==> config.mk <==
export PLATFORM = sky130hd
export DESIGN_NAME = multicycle_controller
export DESIGN_NICKNAME = d
export VERILOG_FILES = /design/src/rtl/multicycle_controller.sv
export SDC_FILE = /design/constraint.sdc
export NUM_CORES = 1
export LEC_CHECK = 0
export BUFFER_PORTS_ARGS = -buffer_cell sky130_fd_sc_hd__buf_4
export CORE_ASPECT_RATIO = 0.9
export CORE_UTILIZATION = 47
export DETAILED_ROUTE_END_ITERATION = 8
export GPL_TIMING_DRIVEN = 0
export PLACE_DENSITY = 0.76
export SYNTH_ARGS = -nofsm -noshare
export SYNTH_HDL_FRONTEND = slang
export SYNTH_SLANG_ARGS = --single-unit
==> constraint.sdc <==
create_clock -name clk -period 2.2 [get_ports clk]
set_clock_uncertainty 0.15 [all_clocks]
set_input_delay 0.33 -clock clk [delete_from_list [all_inputs] [get_ports clk]]
set_output_delay 0.33 -clock clk [all_outputs]
set_load 0.01 [all_outputs]
==> src/rtl/multicycle_controller.sv <==
`default_nettype none
// ============================================================================
// Module   : multicycle_controller
// Brief    : RV32I multi-cycle control FSM (FETCH/DECODE/EXEC/MEM/WB/TRAP)
//            with memory handshakes, trapping and a retired-instruction counter.
// Revision : 1.0 - initial release
// ============================================================================
module multicycle_controller #(
    parameter int ALU_W   = 4,
    parameter int TIMEOUT = 16,
    parameter int CNT_W   = 32
) (
    input  logic             clk,
    input  logic             rst_n,
    input  logic [31:0]      instr,
    output logic             imem_req,
    input  logic             imem_ready,
    output logic             dmem_req,
    output logic             dmem_we,
    input  logic             dmem_ready,
    output logic [2:0]       dmem_size,
    input  logic             br_cond,
    output logic [ALU_W-1:0] alu_control,
    output logic [2:0]       imm_sel,
    output logic             alu_src_a_pc,
    output logic             alu_src_b_imm,
    output logic [1:0]       wb_sel,
    output logic             ir_we,
    output logic             pc_we,
    output logic             reg_we,
    output logic             pc_sel,
    output logic             trap,
    output logic [1:0]       trap_cause,
    input  logic             trap_clr,
    output logic [CNT_W-1:0] retired
);

    localparam logic [2:0] c_ST_FETCH  = 3'd0;
    localparam logic [2:0] c_ST_DECODE = 3'd1;
    localparam logic [2:0] c_ST_EXEC   = 3'd2;
    localparam logic [2:0] c_ST_MEM    = 3'd3;
    localparam logic [2:0] c_ST_WB     = 3'd4;
    localparam logic [2:0] c_ST_TRAP   = 3'd5;

    localparam logic [3:0] c_CLS_NONE  = 4'd0;
    localparam logic [3:0] c_CLS_R     = 4'd1;
    localparam logic [3:0] c_CLS_IALU  = 4'd2;
    localparam logic [3:0] c_CLS_LOAD  = 4'd3;
    localparam logic [3:0] c_CLS_STORE = 4'd4;
    localparam logic [3:0] c_CLS_BR    = 4'd5;
    localparam logic [3:0] c_CLS_JAL   = 4'd6;
    localparam logic [3:0] c_CLS_JALR  = 4'd7;
    localparam logic [3:0] c_CLS_LUI   = 4'd8;
    localparam logic [3:0] c_CLS_AUIPC = 4'd9;

    localparam int                  c_WAIT_W    = (TIMEOUT > 1) ? $clog2(TIMEOUT + 1) : 1;
    localparam bit                  c_TMO_EN    = (TIMEOUT > 0);
    localparam logic [c_WAIT_W-1:0] c_WAIT_LAST = c_WAIT_W'((TIMEOUT > 0) ? TIMEOUT - 1 : 0);

    logic [2:0]          r_state;
    logic [2:0]          w_next;
    logic [31:0]         r_ir;
    logic [c_WAIT_W-1:0] r_wait;
    logic [1:0]          r_cause;
    logic [1:0]          w_cause_set;
    logic [CNT_W-1:0]    r_retired;
    logic                w_retire;
    logic [3:0]          w_cls;
    logic                w_illegal;
    logic [3:0]          w_alu_code;
    logic                w_tmo_hit;

    wire [6:0] w_opcode = r_ir[6:0];
    wire [2:0] w_funct3 = r_ir[14:12];
    wire       w_rd_nz  = (r_ir[11:7] != 5'd0);

    always_comb begin
        w_cls = c_CLS_NONE;
        case (w_opcode)
            7'b0110011: w_cls = c_CLS_R;
            7'b0010011: w_cls = c_CLS_IALU;
            7'b0000011: w_cls = c_CLS_LOAD;
            7'b0100011: w_cls = c_CLS_STORE;
            7'b1100011: w_cls = c_CLS_BR;
            7'b1101111: w_cls = c_CLS_JAL;
            7'b1100111: w_cls = c_CLS_JALR;
            7'b0110111: w_cls = c_CLS_LUI;
            7'b0010111: w_cls = c_CLS_AUIPC;
            default:    w_cls = c_CLS_NONE;
        endcase
    end

    assign w_illegal = (w_cls == c_CLS_NONE) ||
                       ((w_cls == c_CLS_LOAD) && ((w_funct3 == 3'b011) || (w_funct3[2:1] == 2'b11))) ||
                       ((w_cls == c_CLS_STORE) && (w_funct3 > 3'b010));

    // Only R-type uses instr[30] for add/sub; both R and I use it for srl/sra.
    always_comb begin
        w_alu_code = 4'b0000;
        if ((w_cls == c_CLS_R) || (w_cls == c_CLS_IALU)) begin
            case (w_funct3)
                3'b000:  w_alu_code = ((w_cls == c_CLS_R) && r_ir[30]) ? 4'b0001 : 4'b0000;
                3'b001:  w_alu_code = 4'b0010;
                3'b010:  w_alu_code = 4'b0011;
                3'b011:  w_alu_code = 4'b0100;
                3'b100:  w_alu_code = 4'b0101;
                3'b101:  w_alu_code = r_ir[30] ? 4'b0111 : 4'b0110;
                3'b110:  w_alu_code = 4'b1000;
                default: w_alu_code = 4'b1001;
            endcase
        end
    end

    assign w_tmo_hit = c_TMO_EN && (r_wait == c_WAIT_LAST);

    always_comb begin
        w_next        = r_state;
        w_cause_set   = 2'd0;
        w_retire      = 1'b0;
        imem_req      = 1'b0;
        dmem_req      = 1'b0;
        dmem_we       = 1'b0;
        dmem_size     = 3'd0;
        alu_control   = '0;
        imm_sel       = 3'd0;
        alu_src_a_pc  = 1'b0;
        alu_src_b_imm = 1'b0;
        wb_sel        = 2'd0;
        ir_we         = 1'b0;
        pc_we         = 1'b0;
        reg_we        = 1'b0;
        pc_sel        = 1'b0;
        // Outputs are forced low while reset is held so requests drop at once.
        if (rst_n) begin
            case (r_state)
                c_ST_FETCH: begin
                    imem_req = 1'b1;
                    if (imem_ready) begin
                        ir_we  = 1'b1;
                        w_next = c_ST_DECODE;
                    end else if (w_tmo_hit) begin
                        w_next      = c_ST_TRAP;
                        w_cause_set = 2'd2;
                    end
                end
                c_ST_DECODE: begin
                    if (w_illegal) begin
                        w_next      = c_ST_TRAP;
                        w_cause_set = 2'd1;
                    end else begin
                        w_next = c_ST_EXEC;
                    end
                end
                c_ST_EXEC: begin
                    alu_control   = ALU_W'(w_alu_code);
                    alu_src_b_imm = (w_cls != c_CLS_R);
                    alu_src_a_pc  = (w_cls == c_CLS_BR) || (w_cls == c_CLS_JAL) ||
                                    (w_cls == c_CLS_AUIPC);
                    case (w_cls)
                        c_CLS_IALU, c_CLS_LOAD, c_CLS_JALR: imm_sel = 3'd1;
                        c_CLS_STORE:                        imm_sel = 3'd2;
                        c_CLS_BR:                           imm_sel = 3'd3;
                        c_CLS_LUI, c_CLS_AUIPC:             imm_sel = 3'd4;
                        c_CLS_JAL:                          imm_sel = 3'd5;
                        default:                            imm_sel = 3'd0;
                    endcase
                    if (w_cls == c_CLS_BR) begin
                        pc_we    = 1'b1;
                        pc_sel   = br_cond;
                        w_retire = 1'b1;
                        w_next   = c_ST_FETCH;
                    end else if ((w_cls == c_CLS_LOAD) || (w_cls == c_CLS_STORE)) begin
                        w_next = c_ST_MEM;
                    end else begin
                        w_next = c_ST_WB;
                    end
                end
                c_ST_MEM: begin
                    dmem_req  = 1'b1;
                    dmem_we   = (w_cls == c_CLS_STORE);
                    dmem_size = w_funct3;
                    if (dmem_ready) begin
                        if (w_cls == c_CLS_STORE) begin
                            pc_we    = 1'b1;
                            w_retire = 1'b1;
                            w_next   = c_ST_FETCH;
                        end else begin
                            w_next = c_ST_WB;
                        end
                    end else if (w_tmo_hit) begin
                        w_next      = c_ST_TRAP;
                        w_cause_set = 2'd3;
                    end
                end
                c_ST_WB: begin
                    reg_we   = w_rd_nz;
                    pc_we    = 1'b1;
                    w_retire = 1'b1;
                    w_next   = c_ST_FETCH;
                    if (w_cls == c_CLS_LOAD) begin
                        wb_sel = 2'd1;
                    end else if ((w_cls == c_CLS_JAL) || (w_cls == c_CLS_JALR)) begin
                        wb_sel = 2'd2;
                        pc_sel = 1'b1;
                    end
                end
                c_ST_TRAP: begin
                    if (trap_clr) begin
                        w_next = c_ST_FETCH;
                    end
                end
                default: w_next = c_ST_FETCH;
            endcase
        end
    end

    always_ff @(posedge clk or negedge rst_n) begin
        if (!rst_n) begin
            r_state   <= c_ST_FETCH;
            r_ir      <= 32'd0;
            r_wait    <= '0;
            r_cause   <= 2'd0;
            r_retired <= '0;
        end else begin
            r_state <= w_next;
            if ((r_state == c_ST_FETCH) && imem_ready) begin
                r_ir <= instr;
            end
            // Any state change restarts the wait count for the next FETCH/MEM.
            if (r_state != w_next) begin
                r_wait <= '0;
            end else if (((r_state == c_ST_FETCH) && !imem_ready) ||
                         ((r_state == c_ST_MEM) && !dmem_ready)) begin
                r_wait <= r_wait + 1'b1;
            end
            if (w_cause_set != 2'd0) begin
                r_cause <= w_cause_set;
            end else if ((r_state == c_ST_TRAP) && trap_clr) begin
                r_cause <= 2'd0;
            end
            if (w_retire) begin
                r_retired <= r_retired + 1'b1;
            end
        end
    end

    assign trap       = rst_n && (r_state == c_ST_TRAP);
    assign trap_cause = r_cause;
    assign retired    = r_retired;

endmodule
`default_nettype wire

# == Word-level counts from Yosys, hierarchy flattened ==
# Memories as Yosys holds them, arrays and structs flattened.
# Cells that the tools add are included.
# classes
n_addsub,2
multipliers,0
div,0
magnitude_cmp,1
n_eq_ne,32
shift,0
muxes,61
n_bitwise,0
reduce_logical,26
# op_table
op,count
$mux W3,13
$pmux W4 S9,1
$add A32 B1 Y32 const B,1
$pmux W4 S7,1
$mux W1,26
$mux W2,11
$eq A7 B6 Y1 const B,3
$eq A7 B7 Y1 const B,3
$eq A4 B3 Y1 const B,4
$eq A3 B3 Y1 const B,5
$pmux W3 S5,1
$eq A7 B5 Y1 const B,2
$eq A3 B2 Y1 const B,4
$mux W4,3
$mux W5,2
$logic_or A1 B1 Y1,9
$eq A4 B2 Y1 const B,2
$logic_and A1 B1 Y1,8
$eq A7 B2 Y1 const B,1
$eq A3 B1 Y1 const B,2
$logic_not A3 Y1,2
$pmux W2 S3,1
$reduce_bool A2 Y1,3
$add A5 B1 Y5 const B,1
12 further kinds,13
# word_totals
regBits,73
latch_bits,0
mem_bits_rw,0
rom_bits,48
in_bits,38
output_inout_bits,56
wordCells,128
memories,1
# mem_list
name,words,width,rd,rd_ports_with_merged_regs,wr,line_no,rtl
(name not given),16,3,1,0,0,159,case (w_cls)

# == Longest topological paths before layout ==
# depth
ltp_word,11
ltp_mapped,8
ltp_nobuf,8

# == Least setup slack after synthesis ==
# OpenSTA, ideal clock, no wires.
# synth_path
path_type,flip-flop to flip-flop
from,register r_ir[3]
to,"register r_retired[1], in the netlist retired[1]"
setup_ps,125
arrival_time_ps,1839
required_ps,1925
path_slack_ps,87
stages_incl_launch_ff,7
n_path_buf,2
synth_period_minus_slack_ps,2113
path_cell_list,dfrtp_1 > buf_2 > nand4bb_4 > a2111oi_4 > or2_2 > buf_2 > mux2_2
# synth_via
elab_chain_len,7
elab_cells_between_ends,17
classes_between,11 x eq/ne; 6 x mux
# synth_lines
element,line_no,rtl
"start, declared",62,logic [31:0] r_ir;
"start signal, assigned",227,r_ir <= instr;
"$eq A7 B5 Y1, or another cell as far along",79,case (w_opcode)
$pmux W4 S9 *,79,
$eq A4 B3 Y1,183,if (w_cls == c_CLS_STORE) begin
$mux W1 (2 in a row),--,
$pmux W1 S3 *,--,
$mux W1 *,--,
net pc_we,29,"output logic pc_we,"
"end signal, assigned",242,r_retired <= r_retired + 1'b1;
"end, declared",66,logic [CNT_W-1:0] r_retired;
# Mark *: on every way through the listed nets, which the timed path passes. The rest lies on a longest branch.
# A chain may end at the register's enable or synchronous reset.

# == Final worst setup path ==
# layout_path
from,register r_state[2]
to,"register r_retired[15], in the netlist retired[15]"
# layout_via
elab_chain_len,3
elab_cells_between_ends,5
classes_between,3 x eq/ne; 2 x mux
# layout_lines
element,line_no,rtl
"start, declared",60,logic [2:0] r_state;
"start signal, assigned",219,r_state <= c_ST_FETCH;
"start signal, assigned",225,r_state <= w_next;
$eq A3 B3 Y1 or $eq A3 B2 Y1 (tied branches),135,case (r_state)
$pmux W1 S3 *,135,
$mux W1 *,134,if (rst_n) begin
# Every way passes the cells marked *; elsewhere a longest branch is shown, timed or not.

==> results.sh <==
export IMPL_status="complete, but fails checks"
export IMPL_violations="negative hold slack, negative setup slack"
export IMPL_worstMarginPinSlew_ns=0.552
export IMPL_cp_arrival_ns=2.50
export IMPL_coreArea_um2=6620
export IMPL_start_util_pct=49.1
export IMPL_die_area_um2=7260
export IMPL_fin_crit_sh_pct=108
export IMPL_vdd_drop_max_mv=0.697
export IMPL_synth_edff_count=0
export IMPL_htreeDepth=3
export IMPL_synthCells=331
export IMPL_fp_row_count=28
export IMPL_hpwlAfterDp_um=5480
export IMPL_cts_tree="yes"
export IMPL_fp_dieH_um=80.9
export IMPL_crit_fanout=5
export IMPL_multiInputGateArea_um2=2090
export IMPL_grt_use_total_pct=24.6
export IMPL_syn_to_final_growth_pct=52.4
export IMPL_synth_seq_cells=58
export IMPL_cp_num_buf_inv=3
export IMPL_drt_iter0_drc=281
export IMPL_regArea_um2=1460
export IMPL_hold_class="in -> async"
export IMPL_hold_viol=58
export IMPL_port_buffers=77
export IMPL_slowest_delay_ns=0.46
export IMPL_endpoint_kind="flop"
export IMPL_post_synth_top_area_fraction_pct=44.6
export IMPL_synthTopCellsByArea="dfrtp_1 45%, xor2_1 5.7%, mux2_2 5.5%, xnor2_1 3.5%, nor3_1 3.4%"
export IMPL_drive_gt1_share_pct=51.6
export IMPL_rsz0062_at_grt="yes"
export IMPL_relSlewSlack_pct=63.1
export IMPL_setup_viol=29
export IMPL_power_density_nw_per_um2=1000
export IMPL_finalSetupTns_ns=-2.22
export IMPL_layout_setup_ws_ns=-0.177
export IMPL_clock_path_buffers=2
export IMPL_routabilityCongestion=0.904
export IMPL_yosysMostFrequentCell="dfrtp_1"
export IMPL_nets=497
export IMPL_vias_per_cell=5.93
export IMPL_synth_common_cells="58 x dfrtp_1, 26 x nor2_1, 25 x nand2_1"
export IMPL_wl_per_cell_um=19.1
export IMPL_dieWidth_um=89.7
export IMPL_synth_seq_area_share_pct=44.6
export IMPL_clk_pin_slew_ns=0.08
export IMPL_grt_pass1_vias=2883
export IMPL_fmax_ghz=0.421
export IMPL_synth_top_cell_by_area="dfrtp_1"
export IMPL_grt_max_degree=62
export IMPL_slew_viol_final=0
export IMPL_drtAntennaViolNets=0
export IMPL_path_class="reg -> reg"
export IMPL_cp_slowest_cell="dfrtp_2"
export IMPL_clk_latency_ns=0.35
export IMPL_io_pins=94
export IMPL_post_place_ws_ns=-0.565
export IMPL_syn_cell_area_um2=3250
export IMPL_cts_sinks=58
export IMPL_diodes=0
export IMPL_dr_total_vias=3268
export IMPL_async_reset_ff_share_pct=100
export IMPL_syn_avg_cell_area_um2=9.83
export IMPL_hold_slack_ns=-0.309
export IMPL_antenna_found_initial=0
export IMPL_crit_required_ns=2.32
export IMPL_first_pass_iters=5
export IMPL_synth_flop_cell="dfrtp_1"
export IMPL_syn_nets=372
export IMPL_max_cap_violations=0
export IMPL_drt_wl_total_um=10500
export IMPL_yosys_warnings=0
export IMPL_cts_inserted_buffers=9
export IMPL_synth_cell_types=52
export IMPL_worstPathCellList="nand3b_1 -> a2111oi_4 -> buf_4 -> buf_12 -> o2111ai_4 -> buf_6 -> nor3_2 -> xor2_1"
export IMPL_drc=0
export IMPL_leakagePower_nw=2.27
export IMPL_path_delay_family="compound AO/OA/AOI/OAI gates"
export IMPL_gr_total_overflow=0
export IMPL_grt_pass1_wl_um=14200
export IMPL_fin_crit_ns=2.38
export IMPL_fillCellCount=398
export IMPL_clockRootBuffer="clkbuf_8"
export IMPL_critPathLaunchType="flop"
## registers in the layout, summed over array words and instances, names as in the netlist
name,cells
r_ir,16
r_wait,5
trap_cause,2
retired,32
r_state,3
## logic make-up (layout without fill, tap and decap cells)
family	after synthesis	in the layout	synth area share, %
and+or+nand+nor	150	150	25.2
DFF	58	58	44.6
AOI/OAI and AO/OA	41	41	10.3
xor gates and xnor gates	34	34	9.15
buffers and inverters	26	156	3.15
muxes	19	19	6.46
adders and majority gates	3	3	1.15
## per-stage QoR
step	total power, mW	cells	area [um2]	utilization (%)	hold WS, ns
floorplan	2.58	331	3250	-	-0.116
global placement	2.98	498	3950	59.6	0.290
detailed placement	3.05	498	3950	59.6	0.301
CTS	4.40	532	4560	68.8	-0.283
global route	5.18	551	4960	74.9	-0.290
finish	4.97	551	4960	74.9	-0.309
## path summary, 6_finish.rpt
check                       startpoint          end  slack (ns)  depth (start not counted)
max reg2reg                 r_state[2]  retired[15]       -0.18                          8
max                         r_state[2]  retired[15]       -0.18                          8
min reg2reg                retired[31]  retired[31]        0.34                          1
min in group clk              instr[5]      r_ir[5]        0.05                          3
max in group asynchronous        rst_n   r_state[0]        1.92                          1
min                              rst_n      r_ir[8]       -0.31                          1
## report_power, final
group          leakage (nW)  internal [mW]  total (mW)  switching, mW
clock                0.0895          0.450       0.944          0.494
combinational          1.45           1.17        2.39           1.22
sequential            0.735           1.33        1.63          0.305
## metal layers
metal  global-route usage, %  part of all wire, %  routed length (um)  vias to the layer above
li1                        -                    -                   -                     1439
met1                    33.7                   41                4300                     1607
met2                    37.7                   49                5130                      177
met3                    6.93                  7.2                 756                       45
met4                    8.69                  3.3                 344                        0
met5                       0                    0                   0                        -
## timing repair
action                                 4_1_cts  5_1_grt
setup endpoints to repair                   44       51
gates resized for setup                     65       60
endpoints found under the hold margin       58       58
buffers inserted                            23       19
cloned                                       0        0
pin swaps                                   14       24
## placed cells by master (no fill, tap or decap), types with 12 or more instances in the layout
| cell | n |
|---|---|
| xor2_1 | 21 |
| mux2_2 | 16 |
| xnor2_1 | 13 |
| nand2_1 | 21 |
| nand3_1 | 16 |
| buf_4 | 104 |
| nor2_1 | 19 |
| dfrtp_1 | 48 |
| buf_6 | 12 |
| nor3_2 | 13 |
## cell type report
cell class	instances	area share [%]
multi-input cells	247	42.2
clock inverters	6	1.01
repair buffers	119	19.8
clock buffers	10	2.78
inverters	10	0.757
flip-flops and latches	58	29.5
well taps	90	2.27
plain buffers	11	1.67
Power figures use the tool's default switching activity.
